### config.mk
export PLATFORM = sky130hd
export DESIGN_NAME = fifo_stream_reader
export DESIGN_NICKNAME = d
export VERILOG_FILES = /design/src/rtl/fifo_pkg.sv /design/src/rtl/reader_skid_buf.sv /design/src/rtl/fifo_stream_reader.sv
export SDC_FILE = /design/constraint.sdc
export NUM_CORES = 1
export LEC_CHECK = 0
export ABC_AREA = 0
export BUFFER_PORTS_ARGS = -buffer_cell sky130_fd_sc_hd__buf_4
export CORE_UTILIZATION = 40
export DETAILED_ROUTE_END_ITERATION = 6
export GPL_ROUTABILITY_DRIVEN = 1
export PLACE_DENSITY = 0.65
export SYNTH_ARGS = -nofsm -noshare
export SYNTH_HDL_FRONTEND = slang
export SYNTH_SLANG_ARGS = --single-unit
### constraint.sdc
create_clock -name clk -period 3.5 [get_ports clk]
set_input_delay 0.35 -clock clk [delete_from_list [all_inputs] [get_ports clk]]
set_output_delay 0.35 -clock clk [all_outputs]
set_load 0.05 [all_outputs]
### src/rtl/fifo_pkg.sv
// Shared constants and types for the 8x16 FIFO read path.
package fifo_pkg;

    localparam int unsigned DATA_W     = 16;
    localparam int unsigned FIFO_DEPTH = 8;

    typedef enum logic [1:0] {
        IDLE = 2'd0,
        RUN  = 2'd1,
        STOP = 2'd2
    } rd_state_e;

    typedef logic [1:0] buf_cnt_t;

endpackage

### src/rtl/reader_skid_buf.sv
// Two-entry ring buffer that holds captured FIFO words and presents the head
// as the output stream word.
module reader_skid_buf #(
    parameter int unsigned DATA_W = 16
) (
    input  logic               clk,
    input  logic               resetn,
    input  logic               push,
    input  logic [DATA_W-1:0]  push_data,
    input  logic               pop,
    output fifo_pkg::buf_cnt_t buf_cnt,
    output logic               m_valid,
    output logic [DATA_W-1:0]  m_data
);
    import fifo_pkg::*;

    logic [DATA_W-1:0] mem [2];
    logic              wr_ptr;
    logic              rd_ptr;
    buf_cnt_t          cnt;

    always_ff @(posedge clk or negedge resetn) begin
        if (!resetn) begin
            mem[0] <= '0;
            mem[1] <= '0;
            wr_ptr <= 1'b0;
            rd_ptr <= 1'b0;
            cnt    <= '0;
        end else begin
            if (push) begin
                mem[wr_ptr] <= push_data;
                wr_ptr      <= ~wr_ptr;
            end
            if (pop) begin
                rd_ptr <= ~rd_ptr;
            end
            case ({push, pop})
                2'b10:   cnt <= cnt + 2'd1;
                2'b01:   cnt <= cnt - 2'd1;
                default: cnt <= cnt;
            endcase
        end
    end

    assign buf_cnt = cnt;
    assign m_valid = (cnt != '0);
    assign m_data  = mem[rd_ptr];

endmodule

### src/rtl/fifo_stream_reader.sv
// Read-side engine for the 8x16 FIFO: credit-based reads into a 2-entry
// buffer, valid/ready output with packet framing. READER_STATS_EN adds counters.
module fifo_stream_reader #(
    parameter int unsigned DATA_W  = fifo_pkg::DATA_W,
    parameter int unsigned PKT_LEN = 8
) (
    input  logic              clk,
    input  logic              resetn,
    input  logic              en,
    input  logic              f_empty,
    input  logic [DATA_W-1:0] rd_data,
    output logic              rd_enb,
    output logic              m_valid,
    output logic [DATA_W-1:0] m_data,
    output logic              m_last,
    input  logic              m_ready,
    output logic              busy,
    output logic              underrun_err
`ifdef READER_STATS_EN
    ,
    output logic [15:0]       word_cnt,
    output logic [15:0]       stall_cnt
`endif
);
    import fifo_pkg::*;

    localparam logic [7:0] LAST_IDX = 8'(PKT_LEN - 1);

    rd_state_e  state;
    logic       inflight;
    logic       pop;
    buf_cnt_t   buf_cnt;
    logic [7:0] pkt_cnt;
    logic [2:0] occupancy;

    // Words held plus the one in flight, less the one leaving this cycle;
    // keeping this below 2 guarantees the buffer never overflows.
    assign pop       = m_valid & m_ready;
    assign occupancy = {1'b0, buf_cnt} + {2'b00, inflight} - {2'b00, pop};
    assign rd_enb    = (state == RUN) & ~f_empty & (occupancy < 3'd2);
    assign m_last    = m_valid & (pkt_cnt == LAST_IDX);
    assign busy      = (state != IDLE) | inflight | (buf_cnt != '0);

    always_ff @(posedge clk or negedge resetn) begin
        if (!resetn) begin
            state        <= IDLE;
            inflight     <= 1'b0;
            pkt_cnt      <= '0;
            underrun_err <= 1'b0;
        end else begin
            inflight <= rd_enb;
            if (rd_enb && f_empty) begin
                underrun_err <= 1'b1;
            end
            if (pop) begin
                pkt_cnt <= m_last ? '0 : pkt_cnt + 8'd1;
            end
            case (state)
                IDLE: if (en) state <= RUN;
                RUN:  if (!en) state <= STOP;
                STOP: begin
                    if (en) begin
                        state <= RUN;
                    end else if (!inflight && buf_cnt == '0) begin
                        state <= IDLE;
                    end
                end
                default: state <= IDLE;
            endcase
        end
    end

    reader_skid_buf #(
        .DATA_W (DATA_W)
    ) u_skid_buf (
        .clk       (clk),
        .resetn    (resetn),
        .push      (inflight),
        .push_data (rd_data),
        .pop       (pop),
        .buf_cnt   (buf_cnt),
        .m_valid   (m_valid),
        .m_data    (m_data)
    );

`ifdef READER_STATS_EN
    always_ff @(posedge clk or negedge resetn) begin
        if (!resetn) begin
            word_cnt  <= '0;
            stall_cnt <= '0;
        end else begin
            if (pop && word_cnt != '1) begin
                word_cnt <= word_cnt + 16'd1;
            end
            if (m_valid && !m_ready && stall_cnt != '1) begin
                stall_cnt <= stall_cnt + 16'd1;
            end
        end
    end
`endif

endmodule

After elaboration in Yosys (flattened, before gate mapping)
Index checks and enable logic that the tools add are counted.

Add/subtract/negate cells: 5. $lt $le $gt $ge: 4. Equality and inequality tests: 8. Muxes and demuxes: 13. Bitwise gates (word level): 11. Reduce and logical (&&, ||, !) cells: 10.

Operators with widths (number): $mux 16 (4); $bwmux 32 (1); $demux 16 s1 (1); $add 8x1->8 const B (1); $eq 8x3->1 const B (1); $mux 2 (4); $mux 8 (1); $pmux 2 s3 (1); $reduce_bool 2->1 (3); $and 1x1->1 (4); $eq 2x1->1 const B (2); $eq 2x2->1 const B (2); $ge 2x2->1 const B (2); $logic_not 2->1 (2); $ne 2x2->1 const B (2); $not 1->2 (2); $pmux 2 s2 (1); $add 2x1->3 (1); $logic_and 1x1->1 (3); $lt 3x2->1 const B (1); $ne 3x3->1 const B (1); $not 1->1 (3); $reduce_and 3->1 (1); $sub 3x1->3 (1); 5 further kinds (6).

Register bits after elaboration: 48. Bits of input ports: 21. Output and inout port bits: 21. Logic and storage cells: 60.

Logic depth before layout (Yosys ltp)
Gate-level depths: netlist (run 1).

Word-level depth: 6. Depth in mapped cells: 7. Mapped depth without buffers: 6.

By module
A second synthesis (run 1) with hierarchy kept.

Cells, all modules: 151. Area total of the unflattened synthesis: 2164.6 µm².

By module, submodules not included: reader_skid_buf (instances 1, cells each 99, area each 1561.5 µm², seq. area each 900.9 µm²); fifo_stream_reader (instances 1, cells each 52, area each 603.1 µm², seq. area each 300.3 µm²).

Worst setup path after synthesis (run 1)
No wires, ideal clock.

Path type: reg-to-output. From: register u_skid_buf.cnt[1] (netlist: u_skid_buf.buf_cnt[1]). To: output rd_enb. Data arrival time: 3.211 ns. Required time: 3.150 ns. Path slack: -0.061 ns. Cell stages (with the launch flop): 8. Buffers on the path: 1. Cells stage by stage: dfrtp_1 buf_4 and3b_1 a21oi_1 or2b_1 fa_1 xor2_1 nor4b_1.

Cells in the longest elaborated chain, start to end: 5. Elaborated cells on any way between the ends: 6. Those cells by class: add/sub: 2; order compare: 1; bitwise: 2; reduce/logical: 1.

RTL lines: start, declared (line reader_skid_buf.sv:20) `buf_cnt_t cnt;`; start signal, assigned (line reader_skid_buf.sv:38) `2'b10: cnt <= cnt + 2'd1;`; start signal, assigned (line reader_skid_buf.sv:39) `2'b01: cnt <= cnt - 2'd1;`; start signal, assigned (line reader_skid_buf.sv:40) `default: cnt <= cnt;`; branches (longest 2 deep; another with $add 2x1->3); $sub 3x1->3 (*) (line fifo_stream_reader.sv:39) `assign occupancy = {1'b0, buf_cnt} + {2'b00, inflight} - {2'b00, pop};`; $lt 3x2->1 (*) (line fifo_stream_reader.sv:40) `assign rd_enb = (state == RUN) & ~f_empty & (occupancy < 3'd2);`; $and 1x1->1 (*) (line fifo_stream_reader.sv:40); end, declared (line fifo_stream_reader.sv:12) `output logic rd_enb,`.

Mark *: on every way between the ends.

Worst setup path in the final report (run 1)
Ends and elaborated chain as after synthesis.

==> parameters.txt, run 1 <==
Parameter                              Value

Setup path
  Highest cell delay on the worst timing path    560 ps
  Critical Path Source Type    flop
  Crit path kind    reg2out
  Critical path fanouts, max    10
  Crit path cell chain    and3b_1 -> a21oi_1 -> or2b_1 -> fa_1 -> xor2_1 -> nor4b_2 -> buf_4
  Critical path arrival    2570 ps
  Kind of cell adding the most delay to the critical path    simple AND/OR/NAND/NOR gates
  WP buf/inv    1
  Required arrival time at the worst endpoint    3150 ps
  Capturing element type of the critical path    primary output
  Crit-path slowest cell    sky130_fd_sc_hd__dfrtp_1

Synthesis
  Mux share of post-synthesis cell area    0.269
  Synthesized net count    177
  Largest area contributor in the netlist    sky130_fd_sc_hd__dfrtp_1
  Synth Area in Simple Gates    0.0701
  Number of standard cells after synthesis    154
  Cell with the most instances after synthesis    sky130_fd_sc_hd__dfrtp_1
  Distinct cell type count of the synthesized netlist    37
  Largest family of logic cells by synthesized area    multiplexers
  Seq/Total Area, Yosys    0.539
  Register bit count reported by yosys    48
  Adder-cell area share of the yosys netlist    0.0146
  Mean instance size in the synthesized netlist    14.5 um^2
  Synth warn    0
  Proportion of netlist area held by the largest area contributor    0.539
  Post-synth EDFFs    0
  Most used DFF post-synth    sky130_fd_sc_hd__dfrtp_1
  Async S/R FF share, synth    1.00
  Share of the synthesized netlist area taken by xor and xnor gates    0.0354
  Fraction of the mapped netlist area in compound gates    0.0365
  Netlist area before placement    2230 um^2
  Most used standard cells in the synthesized netlist    sky130_fd_sc_hd__dfrtp_1 (48), sky130_fd_sc_hd__mux2_2 (40), sky130_fd_sc_hd__mux2_4 (10)
  Largest cells by area after synthesis    sky130_fd_sc_hd__dfrtp_1 (54%), sky130_fd_sc_hd__mux2_2 (20%), sky130_fd_sc_hd__mux2_4 (6.7%), sky130_fd_sc_hd__xnor2_1 (2.0%), sky130_fd_sc_hd__xor2_1 (1.6%)

Global routing
  Number of antenna violations at the first check in global routing    0
  Global Route Usage Sum    0.149
  Global-route wire length before repair    6910 um
  Total global routing overflow    0
  Pin count of the biggest net entering global routing    49
  Via count of the first global-routing pass    1425

Timing
  Setup repair after global routing missed its margin    no
  Aggregate negative setup slack    0 ps
  Share of the clock period used by the worst path after layout    0.835
  Worst clock skew    5.05 ps
  Slew headroom    0.497
  Setup violation total in the final timing report    0
  Final critical-path required period    2920 ps
  Max frequency    342 MHz
  Number of max-slew violations in the final report    0
  Slew at the pin with the worst max-slew slack    755 ps
  Hold Fails Final Rpt    0

Final layout
  Final-stage net count    217
  Count of inserted antenna diode cells    0
  Share of cells above drive strength 1    0.523
  Fill cells    464
  Area growth from synthesis to layout    18.7%

Power
  Total Power    0.00265 W
  Leak pwr    1.21 nW
  Ratio of total power to cell area    1000 nW/um^2
  Worst ir drop on vdd    0.466 mV

Drt
  Vias after detailed routing    1323
  Routed length per instance    15.2 um
  Post-route ant nets    0
  Post-detailed-routing wire length    4030 um
  First-pass DRT Iterations    3
  Count of routing violations after the opening detailed-route iteration    28
  DR DRC count    0
  Routed via count divided by cell count    4.99

Floorplan
  Starting Density    0.426
  Number of placement rows    26
  Die area    5880 um^2
  Vertical die dimension    76.7 um
  Width of the chip    76.7 um
  Core Footprint    5240 um^2
  I/O pins    42

Status
  Result of the run    finished, final reports clean

Clock network
  Clock sink total    48
  Gates resized, CTS repair    0
  CTS buffer count    5
  Clock transition at the registers of the reported paths    80 ps
  CTS Buffer Depth    2
  Buffer type at the clock tree root    sky130_fd_sc_hd__clkbuf_8
  Setup fix buffers added after clock tree synthesis    0
  Hold-fix buffers at CTS    0
  Clock latency at the later pin of the worst-skew pair    290 ps
  CTS tree    yes
  Count of H-tree levels built during CTS    2

Placement
  Final weighted congestion in routability-driven placement    0.812
  Half-perimeter wire length of the detailed placement result    2890 um
  Port buffer count    41

Hold path
  Type of the worst min-delay path    in2async

Job
  Max-cap check violation count    0
[sequential cells by signal, summed over array words and instances (netlist names)]
signal	count
pkt_cnt	8
underrun_err	1
u_skid_buf.mem	32
u_skid_buf.buf_cnt	2
u_skid_buf.wr_ptr	1
inflight	1
u_skid_buf.rd_ptr	1
state	2
[path summary, 6_finish.rpt]
| check | to | from | slack [ps] | cells past startpoint |
|---|---|---|---|---|
| max in group asynchronous | u_skid_buf.mem[18] | resetn | 3030 | 1 |
| worst max register to register | inflight | u_skid_buf.buf_cnt[1] | 1370 | 6 |
| worst max-delay path | rd_enb | u_skid_buf.buf_cnt[1] | 580 | 7 |
| worst min-delay path | underrun_err | resetn | 60 | 1 |
| worst min register to register | underrun_err | underrun_err | 390 | 0 |
| min in group clk | state[1] | en | 210 | 2 |
[stage by stage]
stage | setup WS [ps] | std cells | area [um^2] | util | hold WS (ps)
floorplan | 649 | 154 | 2240 | - | 54.4
global placement | 1050 | 257 | 2560 | 0.488 | 366
detailed placement | 878 | 257 | 2560 | 0.488 | 372
CTS | 552 | 265 | 2650 | 0.505 | 81.1
global route | 426 | 265 | 2650 | 0.505 | 104
finish | 576 | 265 | 2650 | 0.505 | 55.6
[final cells by class]
class / count / area (um^2) / area share
inverters: 1 / 3.75 / 0.00142
multi-input cells: 97 / 956 / 0.361
well taps: 70 / 87.6 / 0.0331
flip-flops and latches: 48 / 1200 / 0.454
clock buffers: 8 / 90.1 / 0.0340
repair buffers: 41 / 308 / 0.116
[kinds of logic (layout without fill, tap and decap cells)]
kind of cell / Yosys count / count (layout)
muxes: 50 / 50
DFF: 48 / 48
and+or+nand+nor: 24 / 24
AOI/OAI and AO/OA: 12 / 12
xor gates and xnor gates: 9 / 9
buffers and inverters: 9 / 50
adders and majority gates: 2 / 2
[placed cells by master (no fill, tap or decap), drive strengths merged, types with 2 or more instances in the layout]
cell type,instances
mux2,50
dfrtp,48
buf,41
clkbuf,8
a21oi,5
xnor2,5
nand2,5
xor2,4
nor2b,3
nor2,2
and4,2
nand2b,2
nor3,2
o21ai,2
[report_power, final]
group	leakage (nW)	internal (W)	switching [W]
registers	0.585	0.000785	0.000179
clock network	0.0455	0.000161	0.000166
logic	0.580	0.000582	0.000773
[layer usage]
| layer | GRT usage | wire length, um | vias up |
|---|---|---|---|
| li1 | - | - | 627 |
| met3 | 0.0440 | 205 | 2 |
| met1 | 0.187 | 1770 | 664 |
| met2 | 0.250 | 2020 | 30 |
| met4 | 0.0404 | 23 | 0 |
| met5 | 0 | 0 | - |
[worst reg2reg max path, delay by kind of cell, from the launching register on]
kind / cells / cell delay [ps]
AND/OR/NAND/NOR: 3 / 830
flip-flops: 1 / 560
adder cells (fa/ha/maj): 1 / 380
XOR/XNOR: 1 / 160
AO/OA/AOI/OAI: 1 / 90
No activity file was read; power rests on OpenSTA's default activity.
==> run 2, diff against run 1 <==
- ABC_AREA: 0 -> 1
- PLACE_DENSITY: 0.65 -> 0.67
- clock period: 3.5 -> 2.48 ns (I/O delays scaled with it)
==> parameters.txt, run 2 <==
Parameter                              Value

Status
  Result of the run    finished, final reports clean

Placement
  Half-perimeter wire length of the detailed placement result    2830 um (-2.2%)
  DP Cell Count    386 (+50%)
  Port buffer count    41 (unchanged)
  Worst slack at placement    171 ps (-707 ps)
  Placed inst area    2680 um^2 (+4.7%)
  Final weighted congestion in routability-driven placement    0.818 (+0.70%)

Synthesis
  Largest cells by area after synthesis    sky130_fd_sc_hd__dfrtp_1 (52%), sky130_fd_sc_hd__nand2_1 (18%), sky130_fd_sc_hd__o21ai_2 (6.1%), sky130_fd_sc_hd__inv_1 (5.7%), sky130_fd_sc_hd__o21ai_0 (3.7%)
  Proportion of netlist area held by the largest area contributor    0.523 (-0.0161)
  Synth warn    0 (unchanged)
  Cell with the most instances after synthesis    sky130_fd_sc_hd__nand2_1
  Async S/R FF share, synth    1.00 (unchanged)
  Number of standard cells after synthesis    279 (+81%)
  Most used DFF post-synth    sky130_fd_sc_hd__dfrtp_1
  Seq/Total Area, Yosys    0.523 (-0.0161)
  Synthesized net count    302 (+71%)
  Post-synth EDFFs    0 (unchanged)
  Mean instance size in the synthesized netlist    8.24 um^2 (-43%)
  Netlist area before placement    2300 um^2 (+3.1%)
  Largest area contributor in the netlist    sky130_fd_sc_hd__dfrtp_1
  Distinct cell type count of the synthesized netlist    25 (-32%)
  Register bit count reported by yosys    48 (unchanged)
  Most used standard cells in the synthesized netlist    sky130_fd_sc_hd__nand2_1 (111), sky130_fd_sc_hd__dfrtp_1 (48), sky130_fd_sc_hd__inv_1 (35)

Timing
  Worst clock skew    2.28 ps (-2.77 ps)
  Number of max-slew violations in the final report    0 (unchanged)
  Final critical-path required period    2390 ps
  Final worst setup slack    94.2 ps (-482 ps)
  Share of the clock period used by the worst path after layout    0.962
  Hold Fails Final Rpt    0 (unchanged)
  Slew headroom    0.495 (-0.00149)
  Max frequency    419 MHz
  Setup repair after global routing missed its margin    yes
  Setup violation total in the final timing report    0 (unchanged)
  Slew at the pin with the worst max-slew slack    757 ps (+2.24 ps)

Final layout
  Share of cells above drive strength 1    0.255 (-0.268)
  Number of flip-flops under the largest register name    32 (unchanged)
  Commonest non-fill, non-tap cells in the layout    sky130_fd_sc_hd__nand2_1 (107), sky130_fd_sc_hd__dfrtp_1 (48), sky130_fd_sc_hd__buf_4 (47)
  Multi-input combinational cell area    917 um^2 (-4.1%)
  Util after Layout    0.513 (+0.00736)
  Area growth from synthesis to layout    22.8%
  Layout Cell Area excl Fill    2820 um^2 (+6.7%)
  Fill cells    545 (+17%)
  Reg with most FFs    u_skid_buf.mem
  Leading cell type in the layout, fill and taps excluded    sky130_fd_sc_hd__nand2_1
  Count of inserted antenna diode cells    0 (unchanged)
  Register area    1200 um^2 (unchanged)
  Final std cells w/o fill    398 (+50%)
  Final-stage net count    348 (+60%)
  Top flop regs    u_skid_buf.mem x32, pkt_cnt x8

Drt
  Vias after detailed routing    1810 (+37%)
  DR DRC count    0 (unchanged)
  Routed via count divided by cell count    4.55 (-8.9%)
  Routed length per instance    10.8 um (-29%)
  First-pass DRT Iterations    4 (+1)
  Post-route ant nets    0 (unchanged)
  Post-detailed-routing wire length    4320 um (+7.3%)
  Count of routing violations after the opening detailed-route iteration    138 (+390%)

Setup path
  WP buf/inv    4 (+3)
  Crit path cell chain    buf_6 -> inv_2 -> nand2_2 -> nand2_2 -> nand2_2 -> fa_1 -> inv_2 -> nor4_4 -> buf_6
  Critical path fanouts, max    5 (-5)
  Crit path kind    reg2out
  Highest cell delay on the worst timing path    530 ps (-30 ps)
  Crit-path slowest cell    sky130_fd_sc_hd__fa_1
  Library cell appearing most often on the critical path    sky130_fd_sc_hd__nand2_2
  Critical path arrival    2140 ps (-430 ps)
  Capturing element type of the critical path    primary output
  Required arrival time at the worst endpoint    2230 ps (-920 ps)
  Critical Path Source Type    flop
  Critical Path Stages    9 (+2)
  Kind of cell adding the most delay to the critical path    adder cells
  R2R cell count    8 (+2)

Floorplan
  Width of the chip    77.8 um (+1.5%)
  Core Footprint    5510 um^2 (+5.1%)
  Die area    6050 um^2 (+3.0%)
  Starting Density    0.417 (-0.00830)
  Vertical die dimension    77.8 um (+1.5%)
  Number of placement rows    27 (+3.8%)
  I/O pins    42 (unchanged)

Power
  Net switching fraction of the power    0.486 (+0.0634)
  Power share of the sequential group    0.334 (-0.030)
  Switching Power    0.00198 W (+77%)
  Ratio of total power to cell area    1440 nW/um^2 (+44%)
  Leak pwr    1.53 nW (+27%)
  Clock network fraction of design power    0.113 (-0.011)
  Cell internal pwr    0.00209 W (+37%)
  Total Power    0.00407 W (+54%)
  Combinational share of power    0.553 (+0.041)
  Worst ir drop on vdd    0.643 mV (+38%)

Global routing
  Via count of the first global-routing pass    1695 (+19%)
  Number of antenna violations at the first check in global routing    0 (unchanged)
  Global-route wire length before repair    7610 um (+10%)
  Pin count of the biggest net entering global routing    49 (unchanged)
  Total global routing overflow    0 (unchanged)
  Global Route Usage Sum    0.159 (+0.00955)

Clock network
  Clock sink total    48 (unchanged)
  Buffer type at the clock tree root    sky130_fd_sc_hd__clkbuf_8
  Clock latency at the later pin of the worst-skew pair    280 ps (about the same)
  CTS buffer count    5 (unchanged)
  Clock transition at the registers of the reported paths    80 ps (about the same)
  Count of H-tree levels built during CTS    2 (unchanged)
  CTS tree    yes
  CTS Buffer Depth    2 (unchanged)

Hold path
  Type of the worst min-delay path    in2reg
  Hold Crit Depth    2

Job
  Max-cap check violation count    0 (unchanged)
## run 2: cell count changes after synthesis, sizes merged, moves of 8 or more
cell	change
mux2	-50
o21ai	+32
inv	+35
nand3	+8
nand2	+108
nor2	+8
## run 2: kinds of logic (layout without fill, tap and decap cells)
logic type | Yosys count | after routing | share of synthesized area
adder cells (fa/ha/maj) | 2 | 2 | 0.0142
AO/OA/AOI/OAI | 36 | 36 | 0.106
flip-flops | 48 | 48 | 0.523
buffers and inverters | 48 | 95 | 0.0925
AND/OR/NAND/NOR | 140 | 140 | 0.246
XOR/XNOR | 5 | 5 | 0.0191
## run 2: worst paths after layout
| check | startpoint | to | slack, ps |
|---|---|---|---|
| max | u_skid_buf.buf_cnt[0] | rd_enb | 90 |
| min | en | state[1] | 120 |
| max reg2reg | u_skid_buf.buf_cnt[0] | inflight | 720 |
| min reg2reg | underrun_err | underrun_err | 390 |
| max in group asynchronous | resetn | u_skid_buf.mem[30] | 1550 |
| min in group asynchronous | resetn | u_skid_buf.mem[11] | 530 |
## run 2: cell type report
cell class | count | area share
inverter | 37 | 0.0492
tap | 72 | 0.0319
clock buffer | 8 | 0.0319
timing repair buffer | 50 | 0.137
multi-input combinational | 183 | 0.325
sequential | 48 | 0.426
## run 2: worst register-to-register path, cell delays in order (launching register included)
cell,delay (ps)
sky130_fd_sc_hd__dfrtp_1,430
sky130_fd_sc_hd__buf_6,150
sky130_fd_sc_hd__inv_2,40
sky130_fd_sc_hd__nand2_2,60
sky130_fd_sc_hd__nand2_2,70
sky130_fd_sc_hd__nand2_2,60
sky130_fd_sc_hd__fa_1,530
sky130_fd_sc_hd__inv_2,50
sky130_fd_sc_hd__nor4_4,280
## run 2: timing repair
action,4_1_cts,5_1_grt
setup buffers,2,1
resized for setup,2,8
endpoints found under the hold margin,48,0
hold buffers,1,0
gates cloned,0,0
endpoints found under the setup margin,1,1
pin swaps,1,5
## run 2: power by group through the flow
stage / Sequential (W) / Combinational [W] / Clock [W]
finish: 0.00136 / 0.00225 / 0.000461
detailed placement: 0.00137 / 0.00221 / 0
global placement: 0.00135 / 0.00218 / 0
global route: 0.00141 / 0.00247 / 0.000522
floorplan: 0.00132 / 0.00167 / 0
CTS: 0.00135 / 0.00224 / 0.000491
## run 2: through the flow
stage,TNS [ps],hold WS (ps)
finish,0,121
global route,-16.8,114
CTS,0,106
detailed placement,0,305
global placement,0,307
floorplan,0,-47.6
## run 2: routing by layer
metal  vias up  routed length [um]  part of all wire  GRT usage
met3         2                 154             0.036     0.0306
met4         0                  31            0.0072     0.0623
met1       837                2000              0.46      0.206
met2        27                2130              0.49      0.261
met5         -                   0                 0          0
li1        944                   -                 -          -
==> run 3, diff against run 2 <==
- ABC_AREA: 1 -> not set
- PLACE_DENSITY: 0.67 -> 0.68
==> parameters.txt, run 3 (synthesis results as in run 1) <==
Parameter                              Value

Job
  Max-cap check violation count    0 (unchanged)

Setup path
  Critical Path Source Type    flop
  Required arrival time at the worst endpoint    2230 ps (about the same)
  Worst R2R Setup Slack    620 ps (-100 ps)
  Critical path fanouts, max    2 (-3)
  Crit-path slowest cell    sky130_fd_sc_hd__dfrtp_1
  Critical path arrival    2260 ps (+120 ps)
  Capturing element type of the critical path    primary output
  R2R cell count    6 (-2)
  Crit path cell chain    and3b_2 -> a21oi_2 -> or2b_1 -> fa_2 -> xor2_1 -> nor4b_4 -> buf_6
  Crit path kind    reg2out
  Highest cell delay on the worst timing path    400 ps (-130 ps)

Drt
  Count of routing violations after the opening detailed-route iteration    70 (-49%)
  DR DRC count    0 (unchanged)
  Vias after detailed routing    1324 (-27%)
  First-pass DRT Iterations    4 (unchanged)
  Routed via count divided by cell count    4.90 (+7.8%)
  Routed length per instance    15.1 um (+39%)
  Post-detailed-routing wire length    4070 um (-5.7%)
  Post-route ant nets    0 (unchanged)

Global routing
  Number of antenna violations at the first check in global routing    0 (unchanged)
  Via count of the first global-routing pass    1492 (-12%)
  Global-route wire length before repair    7310 um (-3.9%)
  Total global routing overflow    0 (unchanged)
  Pin count of the biggest net entering global routing    49 (unchanged)
  Global Route Usage Sum    0.160 (+0.000703)

Power
  Ratio of total power to cell area    1390 nW/um^2 (-3.5%)
  Worst ir drop on vdd    0.684 mV (+6.4%)
  Leak pwr    1.25 nW (-19%)

Floorplan
  Width of the chip    76.7 um (-1.5%)
  I/O pins    42 (unchanged)
  Vertical die dimension    76.7 um (-1.5%)
  Core Footprint    5240 um^2 (-4.9%)
  Number of placement rows    26 (-3.7%)
  Starting Density    0.426 (+0.00830)
  Die area    5880 um^2 (-2.9%)

Final layout
  Reg with most FFs    u_skid_buf.mem
  Number of flip-flops under the largest register name    32 (unchanged)
  Share of cells above drive strength 1    0.555 (+0.300)
  Leading cell type in the layout, fill and taps excluded    sky130_fd_sc_hd__dfrtp_1
  Final-stage net count    222 (-36%)
  Count of inserted antenna diode cells    0 (unchanged)
  Area growth from synthesis to layout    21.3%
  Top flop regs    u_skid_buf.mem x32, pkt_cnt x8
  Commonest non-fill, non-tap cells in the layout    sky130_fd_sc_hd__dfrtp_1 (48), sky130_fd_sc_hd__buf_4 (44), sky130_fd_sc_hd__mux2_2 (40)

Timing
  Worst Hold Slack    93.1 ps (-27.7 ps)
  Worst clock skew    7.57 ps (+5.29 ps)
  Number of max-slew violations in the final report    0 (unchanged)
  Setup violation total in the final timing report    1 (+1)
  Final worst setup slack    -25.7 ps (-120 ps)
  Max frequency    399 MHz (-4.8%)
  Hold Fails Final Rpt    0 (unchanged)
  Setup repair after global routing missed its margin    yes
  Final critical-path required period    2510 ps (+120 ps)
  Slew headroom    0.599 (+0.104)
  Share of the clock period used by the worst path after layout    1.01 (+0.0484)
  Slew at the pin with the worst max-slew slack    600 ps (-157 ps)

Clock network
  Buffer type at the clock tree root    sky130_fd_sc_hd__clkbuf_8
  CTS buffer count    5 (unchanged)
  CTS Buffer Depth    2 (unchanged)
  Count of H-tree levels built during CTS    2 (unchanged)
  Clock latency at the later pin of the worst-skew pair    300 ps (+20 ps)
  CTS tree    yes
  Clock transition at the registers of the reported paths    90 ps (about the same)
  Clock sink total    48 (unchanged)

Placement
  Half-perimeter wire length of the detailed placement result    2830 um (-0.18%)
  Worst slack at placement    234 ps (+63.0 ps)
  Final weighted congestion in routability-driven placement    0.808 (-1.2%)
  Port buffer count    41 (unchanged)

Status
  Result of the run    finished with violations
  Failing checks    setup timing

Hold path
  Hold Crit Depth    2 (unchanged)
  Type of the worst min-delay path    in2reg
[run 3: area by class of cell]
| type | instances | area (um^2) |
|---|---|---|
| Timing Repair Buffer | 46 | 352 |
| Tap cell | 70 | 87.6 |
| Sequential cell | 48 | 1200 |
| Clock inverter | 3 | 18.8 |
| Multi-Input combinational cell | 97 | 972 |
| Inverter | 1 | 3.75 |
| Clock buffer | 5 | 68.8 |
| Fill cell | 444 | 2530 |
[run 3: critical path, delay by kind of cell (launching register included)]
kind,cells,cell delay (ps)
adders and majority gates,1,350
AOI/OAI and AO/OA,1,50
buffers and inverters,1,200
and+or+nand+nor,3,780
DFF,1,400
xor gates and xnor gates,1,170
[run 3: per-layer routing]
| layer | part of all wire | global-route usage |
|---|---|---|
| met4 | 0.012 | 0.0596 |
| met2 | 0.50 | 0.263 |
| met5 | 0 | 0 |
| met3 | 0.040 | 0.0452 |
| met1 | 0.44 | 0.197 |
[run 3: what timing repair did]
action | CTS | global route
gates resized for setup | 3 | 1
pin swaps | 0 | 0
buffers inserted | 0 | 0
hold endpoints to repair | 48 | 0
endpoints found under the setup margin | 1 | 1
hold buffers | 1 | 0
[run 3: worst paths after layout]
kind	start	end
max	u_skid_buf.buf_cnt[0]	rd_enb
max reg2reg	u_skid_buf.buf_cnt[0]	inflight
min reg2reg	underrun_err	underrun_err
min in group asynchronous	resetn	u_skid_buf.mem[8]
max in group asynchronous	resetn	u_skid_buf.mem[19]
min	en	state[1]
[run 3: stage by stage]
step	total power, W	instances	TNS (ps)	instance area [um^2]	utilization
3_3_place_gp	0.00326	261	0	2590	0.495
4_1_cts	0.00380	270	-39.8	2700	0.516
6_report	0.00376	270	-25.7	2700	0.516
5_1_grt	0.00399	270	-134	2700	0.516
2_1_floorplan	0.00282	154	0	2240	-
3_5_place_dp	0.00333	261	0	2590	0.495
[run 3: power by group]
group	internal [W]	leakage, nW	switching (W)
Sequential	0.00111	0.585	0.000218
Clock	0.000197	0.0479	0.000261
Combinational	0.000847	0.613	0.00113
Total	0.00215	1.25	0.00161
